File: src/rtl/cpu_types_pkg.sv
// Shared CPU types: RAM word and handshake state, plus the memory arbiter's
// FSM state and requester identifiers.
package cpu_types_pkg;

  typedef logic [31:0] word_t;

  typedef enum logic [1:0] {
    FREE,
    BUSY,
    ACCESS,
    ERROR
  } ramstate_t;

  typedef enum logic {
    IDLE,
    XFER
  } arb_state_t;

  // Bit 0 is the core index and bit 1 marks the instruction class.
  typedef enum logic [2:0] {
    REQ_D0,
    REQ_D1,
    REQ_I0,
    REQ_I1,
    REQ_NONE
  } req_id_t;

  // ERROR ends an access just like ACCESS; only the load data is undefined.
  function automatic logic ram_done(input ramstate_t s);
    return (s == ACCESS) || (s == ERROR);
  endfunction

endpackage

File: src/rtl/mem_arbiter_if.sv
// Request/response bundle between the two cores' caches, the arbiter and the RAM.
// The master modport is the cores-plus-RAM side; the arbiter uses slave.
interface mem_arbiter_if;
  import cpu_types_pkg::*;

  logic [1:0]      iREN;
  word_t     [1:0] iaddr;
  logic [1:0]      dREN;
  logic [1:0]      dWEN;
  word_t     [1:0] daddr;
  word_t     [1:0] dstore;
  logic [1:0]      iwait;
  logic [1:0]      dwait;
  word_t     [1:0] iload;
  word_t     [1:0] dload;

  logic            ramREN;
  logic            ramWEN;
  word_t           ramaddr;
  word_t           ramstore;
  word_t           ramload;
  ramstate_t       ramstate;

  modport master (
    output iREN, iaddr, dREN, dWEN, daddr, dstore, ramload, ramstate,
    input  iwait, dwait, iload, dload, ramREN, ramWEN, ramaddr, ramstore
  );

  modport slave (
    input  iREN, iaddr, dREN, dWEN, daddr, dstore, ramload, ramstate,
    output iwait, dwait, iload, dload, ramREN, ramWEN, ramaddr, ramstore
  );

endinterface

File: src/rtl/rr_pick2.sv
// Two-way round-robin pick: a lone requester always wins, and on a tie the
// pointer names the winning core. Grant is one-hot, or zero with no request.
module rr_pick2 (
  input  logic [1:0] req,
  input  logic       ptr,
  output logic [1:0] gnt
);

  always_comb begin
    // NOTE: every always_comb output gets a default first so that no path
    // leaves it unassigned, which would otherwise infer a latch.
    gnt = 2'b00;
    if (req == 2'b11) begin
      gnt = ptr ? 2'b10 : 2'b01;
    end else begin
      gnt = req;
    end
  end

endmodule

File: src/rtl/mem_arbiter.sv
// Single-port RAM arbiter for the I and D caches of two cores: data beats
// instruction, round-robin between cores within a class. Defining
// ARB_STATS_EN adds saturating per-requester grant counters on grant_cnt.
module mem_arbiter
  import cpu_types_pkg::*;
#(
  parameter int RR_INIT = 0
`ifdef ARB_STATS_EN
  , parameter int STAT_W = 32
`endif
) (
  input  logic CLK,
  input  logic RST,
  mem_arbiter_if.slave bus
`ifdef ARB_STATS_EN
  , output logic [3:0][STAT_W-1:0] grant_cnt
`endif
);

  arb_state_t state, state_nxt;
  req_id_t    grant, grant_nxt;
  logic       d_ptr, d_ptr_nxt;
  logic       i_ptr, i_ptr_nxt;

  logic [1:0] d_req;
  logic [1:0] d_gnt;
  logic [1:0] i_gnt;
  logic       gcore;
  logic       active;
  logic       done;

  assign d_req = bus.dREN | bus.dWEN;
  assign gcore = grant[0];

  rr_pick2 u_pick_d (.req(d_req),    .ptr(d_ptr), .gnt(d_gnt));
  rr_pick2 u_pick_i (.req(bus.iREN), .ptr(i_ptr), .gnt(i_gnt));

  // The granted requester must still be asking; dropping it aborts the transfer.
  always_comb begin
    active = 1'b0;
    if (state == XFER) begin
      case (grant)
        REQ_D0, REQ_D1: active = d_req[gcore];
        REQ_I0, REQ_I1: active = bus.iREN[gcore];
        default:        active = 1'b0;
      endcase
    end
  end

  assign done = active & ram_done(bus.ramstate);

  always_comb begin
    bus.ramREN   = 1'b0;
    bus.ramWEN   = 1'b0;
    bus.ramaddr  = '0;
    bus.ramstore = '0;
    if (active) begin
      if (grant[1]) begin
        bus.ramREN  = 1'b1;
        bus.ramaddr = bus.iaddr[gcore];
      end else begin
        bus.ramWEN   = bus.dWEN[gcore];
        bus.ramREN   = bus.dREN[gcore] & ~bus.dWEN[gcore];
        bus.ramaddr  = bus.daddr[gcore];
        bus.ramstore = bus.dstore[gcore];
      end
    end
  end

  always_comb begin
    bus.iwait = bus.iREN;
    bus.dwait = d_req;
    if (done) begin
      if (grant[1]) bus.iwait[gcore] = 1'b0;
      else          bus.dwait[gcore] = 1'b0;
    end
  end

  assign bus.iload = {2{bus.ramload}};
  assign bus.dload = {2{bus.ramload}};

  always_comb begin
    state_nxt = state;
    grant_nxt = grant;
    d_ptr_nxt = d_ptr;
    i_ptr_nxt = i_ptr;
    case (state)
      IDLE: begin
        grant_nxt = REQ_NONE;
        if (|d_req) begin
          grant_nxt = d_gnt[0] ? REQ_D0 : (d_gnt[1] ? REQ_D1 : REQ_NONE);
          state_nxt = XFER;
        end else if (|bus.iREN) begin
          grant_nxt = i_gnt[0] ? REQ_I0 : (i_gnt[1] ? REQ_I1 : REQ_NONE);
          state_nxt = XFER;
        end
      end
      XFER: begin
        if (!active) begin
          state_nxt = IDLE;
          grant_nxt = REQ_NONE;
        end else if (done) begin
          state_nxt = IDLE;
          grant_nxt = REQ_NONE;
          if (grant[1]) i_ptr_nxt = ~gcore;
          else          d_ptr_nxt = ~gcore;
        end
      end
      default: begin
        state_nxt = IDLE;
        grant_nxt = REQ_NONE;
      end
    endcase
  end

  always_ff @(posedge CLK or posedge RST) begin
    // NOTE: state registers use non-blocking assignments so every flop
    // samples the pre-edge values regardless of statement order.
    if (RST) begin
      state <= IDLE;
      grant <= REQ_NONE;
      d_ptr <= RR_INIT[0];
      i_ptr <= RR_INIT[0];
    end else begin
      state <= state_nxt;
      grant <= grant_nxt;
      d_ptr <= d_ptr_nxt;
      i_ptr <= i_ptr_nxt;
    end
  end

`ifdef ARB_STATS_EN
  always_ff @(posedge CLK or posedge RST) begin
    if (RST) begin
      grant_cnt <= '0;
    end else if (done && (grant_cnt[grant[1:0]] != '1)) begin
      grant_cnt[grant[1:0]] <= grant_cnt[grant[1:0]] + STAT_W'(1);
    end
  end
`endif

endmodule

File: src/flat_wrapper.sv
// flat-port wrapper written by rule: the top's interface ports become plain ports
module mem_arbiter_flat import cpu_types_pkg::*;
#(
  parameter int RR_INIT = 0

)
  (CLK, RST, bus_iREN, bus_iaddr, bus_dREN, bus_dWEN, bus_daddr, bus_dstore, bus_ramload, bus_ramstate, bus_iwait, bus_dwait, bus_iload, bus_dload, bus_ramREN, bus_ramWEN, bus_ramaddr, bus_ramstore);
  mem_arbiter_if bus_i ();
  input  logic CLK;
  input  logic RST;
  input wire logic [$bits(bus_i.iREN)-1:0] bus_iREN;
  input wire logic [$bits(bus_i.iaddr)-1:0] bus_iaddr;
  input wire logic [$bits(bus_i.dREN)-1:0] bus_dREN;
  input wire logic [$bits(bus_i.dWEN)-1:0] bus_dWEN;
  input wire logic [$bits(bus_i.daddr)-1:0] bus_daddr;
  input wire logic [$bits(bus_i.dstore)-1:0] bus_dstore;
  input wire logic [$bits(bus_i.ramload)-1:0] bus_ramload;
  input wire logic [$bits(bus_i.ramstate)-1:0] bus_ramstate;
  output wire logic [$bits(bus_i.iwait)-1:0] bus_iwait;
  output wire logic [$bits(bus_i.dwait)-1:0] bus_dwait;
  output wire logic [$bits(bus_i.iload)-1:0] bus_iload;
  output wire logic [$bits(bus_i.dload)-1:0] bus_dload;
  output wire logic [$bits(bus_i.ramREN)-1:0] bus_ramREN;
  output wire logic [$bits(bus_i.ramWEN)-1:0] bus_ramWEN;
  output wire logic [$bits(bus_i.ramaddr)-1:0] bus_ramaddr;
  output wire logic [$bits(bus_i.ramstore)-1:0] bus_ramstore;
  assign bus_i.iREN = bus_iREN;
  assign bus_i.iaddr = bus_iaddr;
  assign bus_i.dREN = bus_dREN;
  assign bus_i.dWEN = bus_dWEN;
  assign bus_i.daddr = bus_daddr;
  assign bus_i.dstore = bus_dstore;
  assign bus_i.ramload = bus_ramload;
  assign bus_i.ramstate = bus_ramstate;
  assign bus_iwait = bus_i.iwait;
  assign bus_dwait = bus_i.dwait;
  assign bus_iload = bus_i.iload;
  assign bus_dload = bus_i.dload;
  assign bus_ramREN = bus_i.ramREN;
  assign bus_ramWEN = bus_i.ramWEN;
  assign bus_ramaddr = bus_i.ramaddr;
  assign bus_ramstore = bus_i.ramstore;
  mem_arbiter #(.RR_INIT(RR_INIT)) u_core (.CLK(CLK), .RST(RST), .bus(bus_i));
endmodule
File: config.mk
export PLATFORM = sky130hd
export DESIGN_NAME = mem_arbiter_flat
export DESIGN_NICKNAME = d
export VERILOG_FILES = /design/src/rtl/cpu_types_pkg.sv /design/src/rtl/mem_arbiter_if.sv /design/src/rtl/rr_pick2.sv /design/src/rtl/mem_arbiter.sv /design/src/flat_wrapper.sv
export SDC_FILE = /design/constraint.sdc
export NUM_CORES = 1
export LEC_CHECK = 0
export CAP_MARGIN = 10
export CORE_AREA = 2 2 166 168
export CTS_CLUSTER_DIAMETER = 60
export DETAILED_ROUTE_END_ITERATION = 8
export DIE_AREA = 0 0 168 170
export GPL_TIMING_DRIVEN = 0
export HOLD_SLACK_MARGIN = 0.08
export PLACE_DENSITY = 0.52
export RECOVER_POWER = 100
export SLEW_MARGIN = 20
export SYNTH_ARGS = -nofsm -noshare
export SYNTH_HDL_FRONTEND = slang
export SYNTH_SLANG_ARGS = --single-unit
File: constraint.sdc
create_clock -name CLK -period 2.3 [get_ports CLK]
set_clock_uncertainty 0.05 [all_clocks]
set_input_delay 0.69 -clock CLK [delete_from_list [all_inputs] [get_ports CLK]]
set_output_delay 0.69 -clock CLK [all_outputs]
set_load 0.1 [all_outputs]
Word level (Yosys, flattened, before mapping):

Cells that the tools add are included.

* register bits: 6
* input bits: 234
* output and inout bits: 198
* logic and storage cells: 81

* $lt $le $gt $ge: 2
* eq/ne operators: 8
* muxes and demuxes: 48
* bitwise operators: 10
* reduce and logical (&&, ||, !) cells: 9

Operator list (count)
* $mux 32: 10
* $mux 3: 8
* $mux 1: 18
* $mux 2: 8
* $eq 2x2->1 const B: 4
* $reduce_and 4->1: 2
* $reduce_or 2->1: 4
* $eq 3x2->1 const B: 2
* $pmux 3 s2: 1
* $and 2x2->2: 2
* $not 1->1: 4
* $pmux 1 s2: 2
* $eq 3x1->1 const B: 1
* $logic_not 3->1: 1
* $ne 3x3->1 const B: 1
* $and 1x1->1: 2
* $lt 1x2->1 const B: 1
* $not 2->2: 1
* $or 2x2->2: 1
* $demux 1 s1: 1
* $ge 1x1->1 const B: 1
* $logic_and 1x1->1: 1
* $logic_or 1x1->1: 1

Longest topological paths before layout:

* word-level depth: 9
* mapped depth: 6
* gate-level depth less buffers: 3

Cells and area by module:

From an unflattened synthesis, not the netlist that was laid out.

* cells, all modules: 354
* area total of the unflattened synthesis: 2976.6 µm²

Modules (own cells, without submodules)
* mem_arbiter: times used 1, cells each 348, area each 2939.1 µm², sequential area each 151.4 µm²
* rr_pick2: times used 2, cells each 3, area each 18.8 µm², sequential area each 0.0 µm²

Least setup slack after synthesis:

OpenSTA, ideal clock, no wires.

* path kind: input to output
* start point: in bus_iREN[1]
* end point: out bus_ramaddr[0]
* data arrival time: 3311 ps
* required time: 1560 ps
* path slack: -1751 ps
* stages: 4
* buffers on the path: 1
* cell sequence: mux2_2 o21ai_1 buf_2 nor3b_1

* cells in the longest elaborated chain, start to end: 5

RTL lines
* start, declared: RTL line flat_wrapper.sv:11 `input wire logic [$bits(bus_i.iREN)-1:0] bus_iREN;`
* $mux 1 (not written as such) (2 in a row): RTL line mem_arbiter.sv:44 `REQ_I0, REQ_I1: active = bus.iREN[gcore];`
* $pmux 1 s2: RTL line mem_arbiter.sv:42 `case (grant)`
* $mux 1: RTL line mem_arbiter.sv:41 `if (state == XFER) begin`
* $mux 32: RTL line mem_arbiter.sv:57 `if (active) begin`
* end, declared: RTL line flat_wrapper.sv:25 `output wire logic [$bits(bus_i.ramaddr)-1:0] bus_ramaddr;`

Every way passes these cells. The select of a mux whose other input is x is not followed.

Worst setup path in the final report:

* start point: in bus_dREN[1]
* end point: out bus_ramaddr[23]

* cells in the longest elaborated chain, start to end: 6

RTL lines
* start, declared: RTL line flat_wrapper.sv:13 `input wire logic [$bits(bus_i.dREN)-1:0] bus_dREN;`
* $or 2x2->2: RTL line mem_arbiter.sv:32 `assign d_req = bus.dREN | bus.dWEN;`
* $mux 1 (not written as such) (2 in a row): RTL line mem_arbiter.sv:43 `REQ_D0, REQ_D1: active = d_req[gcore];`
* $pmux 1 s2: RTL line mem_arbiter.sv:42
* $mux 1: RTL line mem_arbiter.sv:41
* $mux 32: RTL line mem_arbiter.sv:57

Every way passes these cells. The select of a mux whose other input is x is not followed.

==> reports/qor_table.md <==
| Stage | Metric | This run |
| --- | --- | --- |
| layout | Net count, final | 1,011 |
| cts | Worst-path clk slew | 0.04 ns |
| cts | Sinks on Clock Net | 6 |
| cts | Hold buffer count at CTS | 0 |
| worst setup path | Data arrival time at the worst-slack endpoint | 1.95 ns |
| sta | Final slew viol count | 0 |
| cts | Clk Latency, worst-skew pair | 0.23 ns |
| synthesis | Number of enable-type register cells in the synthesized netlist | 0 |
| synthesis | Count of unique library cells instantiated by Yosys | 33 |
| sta | Final hold violations | 0 |
| power and ir drop | Leakage dissipation | 3.84 nW |
| cts | TritonCTS clock tree | done |
| sta | Unrepaired setup endpoints after global routing | true |
| worst setup path | Crit-path most repeated cell | sky130_fd_sc_hd__buf_12 |
| synthesis | Post-synthesis register bit count | 6 |
| layout | Fraction of final layout cells sized beyond drive strength 1 | 67.1% |
| place | Number of buffer cells added on primary ports | 398 |
| worst setup path | Critical path launch point type | input pin |
| global routing | Total Routing Usage GR | 11.7% |
| sta | Slew headroom | 62.8% |
| sta | Tightest Pin Transition | 0.561 ns |
| worst setup path | Worst setup path category | input pin to output pin |
| outcome | Run status | finished, violations left |
| worst setup path | Dominant delay contributor by cell family on the critical path | buffers and inverters |
| detailed routing | Number of design-rule violations left by the first detailed-router iteration | 63 |
| synthesis | Synthesized instance count | 342 |
| place | Area after DPL | 8100 µm² |
| global routing | First-pass GRT wire length | 25,900 µm |
| sta | Finish-stage setup viols | 68 |
| detailed routing | Number of remaining DRC errors | 0 |
| global routing | Number of antenna violations at the first check in global routing | 1 |
| floorplanning | Starting density of the core | 11.1% |
| layout | Area Overhead vs Synth | 233% |
| detailed routing | Routed WL per cell | 15.9 µm |
| global routing | Total global routing overflow | 0 |
| synthesis | Fraction of registers with async set or reset after synthesis | 100% |
| worst setup path | CP max-delay cell | sky130_fd_sc_hd__or3b_4 |
| worst setup path | Launching point of the worst reg2reg path | u_core.grant[0] |
| synthesis | Mapped cell area | 2950 µm² |
| power and ir drop | Ratio of total power to cell area | 995 nW/µm² |
| cts | CTS max path bufs | 2 |
| synthesis | Warnings, synthesis | 0 |
| cts | Root Buffer Master | sky130_fd_sc_hd__clkbuf_16 |
| sta | Final critical-path required period | 2.69 ns |
| place | Pre-CTS setup slack | -2.13 ns |
| place | HPWL Detailed | 14,700 µm |
| floorplanning | DIE WIDTH | 168 µm |
| floorplanning | Die area | 28,600 µm² |
| min path | Hold_sp | u_core.i_ptr |
| layout | Antenna fix cells | 0 |
| cts | Number of H-tree levels | 1 |
| place | GP Congestion | 0.691 |
| worst setup path | Biggest cell delay along the critical path | 0.42 ns |
| sta | Min setup slack post-route | -0.389 ns |
| cts | Number of buffers added by the clock tree synthesis step | 3 |
| floorplanning | Area of the core region | 26,700 µm² |
| worst setup path | Critical path startpoint | bus_dREN[1] |
| synthesis | Sequential fraction of the synthesis area | 5.13% |
| sta | Fin crit share | 117% |
| outcome | Failing checks | setup timing |
| detailed routing | Drt first pass iters | 4 |
| floorplanning | Standard-cell row count | 60 |
| global routing | Via count of the first global-routing pass | 4,454 |
| sta | Highest achievable clock rate | 0.372 GHz |
| worst setup path | Maximum fanout encountered on the critical timing path | 8 |
| worst setup path | Buf+Inv Stages, Crit Path | 4 |
| floorplanning | Top Ports | 432 |
| min path | Type of the worst min-delay path | flip-flop to flip-flop |
| layout | Fraction of the core area covered by cells at the end of the flow | 36.9% |
| power and ir drop | IR Drop Worst-Case VDD | 0.723 mV |
| job | Count of maximum capacitance violations | 0 |
| worst setup path | Cell chain of the critical path | buf_8 > or3b_4 > nand4_4 > buf_12 > buf_12 > o22ai_4 > buf_12 |
| detailed routing | Vias per inst | 3.63 |
| floorplanning | Die height | 170 µm |
| layout | Area of all placed cells without fillers | 9840 µm² |
| synthesis | Avg Cell Area, Syn | 8.63 µm² |
| worst setup path | Data required time of the critical path | 1.56 ns |
| worst setup path | Kind of end point of the critical path | output pin |
| detailed routing | Detail Route Antenna Nets | 0 |
| detailed routing | Total routed wirelength | 17,800 µm |
| synthesis | Most used DFF post-synth | sky130_fd_sc_hd__dfrtp_1 |
| global routing | Pin count of the biggest net entering global routing | 11 |
| detailed routing | Routed vias | 4,052 |
| synthesis | Post-Synthesis Net Count | 576 |
## registers in the layout, summed over array words and instances (netlist names)
signal,count
u_core.grant,3
u_core.d_ptr,1
u_core.i_ptr,1
u_core.state,1
## metal layers
layer	vias to the layer above	GRT usage, %	routed length (µm)
li1	1958	-	-
met1	1852	12.9	6480
met2	232	22.7	9610
met3	8	3.49	1580
met4	2	1.25	118
met5	-	0	13
## path summary, 6_finish.rpt
check / endpoint / slack, ns / cells past startpoint
max: bus_ramaddr[23] / -0.39 / 7
min: u_core.i_ptr / 0.45 / 1
max reg2reg: u_core.state / 0.45 / 8
min reg2reg: u_core.i_ptr / 0.45 / 1
max in group asynchronous: u_core.grant[2] / 1.17 / 2
min in group asynchronous: u_core.grant[1] / 0.77 / 2
## synth_stat cells (2+ instances only)
| library cell | number | area [µm²] |
|---|---|---|
| sky130_fd_sc_hd__a21oi_1 | 3 | 15.0 |
| sky130_fd_sc_hd__o21ai_0 | 2 | 10.0 |
| sky130_fd_sc_hd__dfrtp_1 | 5 | 125 |
| sky130_fd_sc_hd__buf_6 | 9 | 101 |
| sky130_fd_sc_hd__inv_1 | 4 | 15.0 |
| sky130_fd_sc_hd__mux4_2 | 19 | 428 |
| sky130_fd_sc_hd__nand2_1 | 2 | 7.51 |
| sky130_fd_sc_hd__buf_2 | 6 | 30.0 |
| sky130_fd_sc_hd__buf_4 | 134 | 1010 |
| sky130_fd_sc_hd__o22ai_1 | 14 | 87.6 |
| sky130_fd_sc_hd__mux2_2 | 2 | 22.5 |
| sky130_fd_sc_hd__o32ai_1 | 2 | 17.5 |
| sky130_fd_sc_hd__mux2i_1 | 59 | 591 |
| sky130_fd_sc_hd__nor3b_1 | 19 | 143 |
| sky130_fd_sc_hd__a2bb2oi_1 | 2 | 17.5 |
| sky130_fd_sc_hd__nor2_1 | 42 | 158 |
| sky130_fd_sc_hd__o21a_1 | 2 | 15.0 |
## cell usage in the layout (no fill, tap or decap), types with 2 or more instances in the layout
cell type	synthesis	final
sky130_fd_sc_hd__buf_4	134	16
sky130_fd_sc_hd__nor2_4	0	37
sky130_fd_sc_hd__clkdlybuf4s50_1	0	183
sky130_fd_sc_hd__a21oi_1	3	2
sky130_fd_sc_hd__mux4_2	19	19
sky130_fd_sc_hd__nand2_1	2	2
sky130_fd_sc_hd__o21a_4	0	2
sky130_fd_sc_hd__mux2i_2	0	21
sky130_fd_sc_hd__buf_12	0	87
sky130_fd_sc_hd__clkdlybuf4s15_2	0	128
sky130_fd_sc_hd__nor3b_4	0	19
sky130_fd_sc_hd__o22ai_4	0	13
sky130_fd_sc_hd__nor2_1	42	4
sky130_fd_sc_hd__dlymetal6s2s_1	0	8
sky130_fd_sc_hd__mux2i_4	0	2
sky130_fd_sc_hd__mux2i_1	59	36
sky130_fd_sc_hd__buf_6	9	9
sky130_fd_sc_hd__clkbuf_16	0	3
sky130_fd_sc_hd__inv_1	4	2
sky130_fd_sc_hd__o21ai_0	2	2
sky130_fd_sc_hd__buf_2	6	2
sky130_fd_sc_hd__buf_16	0	6
sky130_fd_sc_hd__clkbuf_4	1	128
sky130_fd_sc_hd__dfrtp_1	5	4
sky130_fd_sc_hd__o32ai_1	2	2
sky130_fd_sc_hd__buf_8	0	8
sky130_fd_sc_hd__a21oi_4	1	2
## worst register-to-register path: stages, from the launching register on
cell and delay, ns:
sky130_fd_sc_hd__dfrtp_1 0.36, sky130_fd_sc_hd__buf_6 0.14, sky130_fd_sc_hd__or3_4 0.40, sky130_fd_sc_hd__a21oi_4 0.18, sky130_fd_sc_hd__buf_12 0.15, sky130_fd_sc_hd__buf_16 0.14, sky130_fd_sc_hd__buf_4 0.12, sky130_fd_sc_hd__buf_4 0.10
sky130_fd_sc_hd__o22ai_1 0.07
## per-stage QoR
stage                     TNS [ns]  hold WS [ns]  cells  power, mW
after global placement     -175.09         0.432   1081       7.69
final                       -22.57         0.454   1117       9.79
after detailed placement   -174.71         0.435   1081       7.68
after global routing        -24.83         0.481   1117       10.2
after CTS                   -25.91         0.443   1114       10.0
after floorplan             -22.37         0.420    342       6.03
## final cells by class
type                       instances  area [µm²]
fill                            2626       16800
timing repair buffer             432        5390
multi-input combinational        182        2500
buffer                           148        1270
tap                              341         427
sequential                         6         153
clock buffer                       4        78.8
inverter                           4        18.8
## kinds of logic (layout without fill, tap and decap cells)
logic type             count (synthesis)  count (layout)  synth area share, %
multiplexers                          80              80                 35.3
AND/OR/NAND/NOR                       73              73                 13.6
AO/OA/AOI/OAI                         29              29                 6.78
buffers and inverters                154             588                 39.3
flip-flops                             6               6                 5.13
## what timing repair did
action	4_1_cts	5_1_grt
gates resized for setup	1118	35
setup endpoints to repair	198	70
gates cloned	9	0
buffers inserted	20	8
pin swaps	11	16
## report_power, final
part	switching, mW	internal (mW)
clock	0.0630	0.230
combinational	5.53	3.77
sequential	0.0362	0.154
Power figures use the tool's default switching activity.
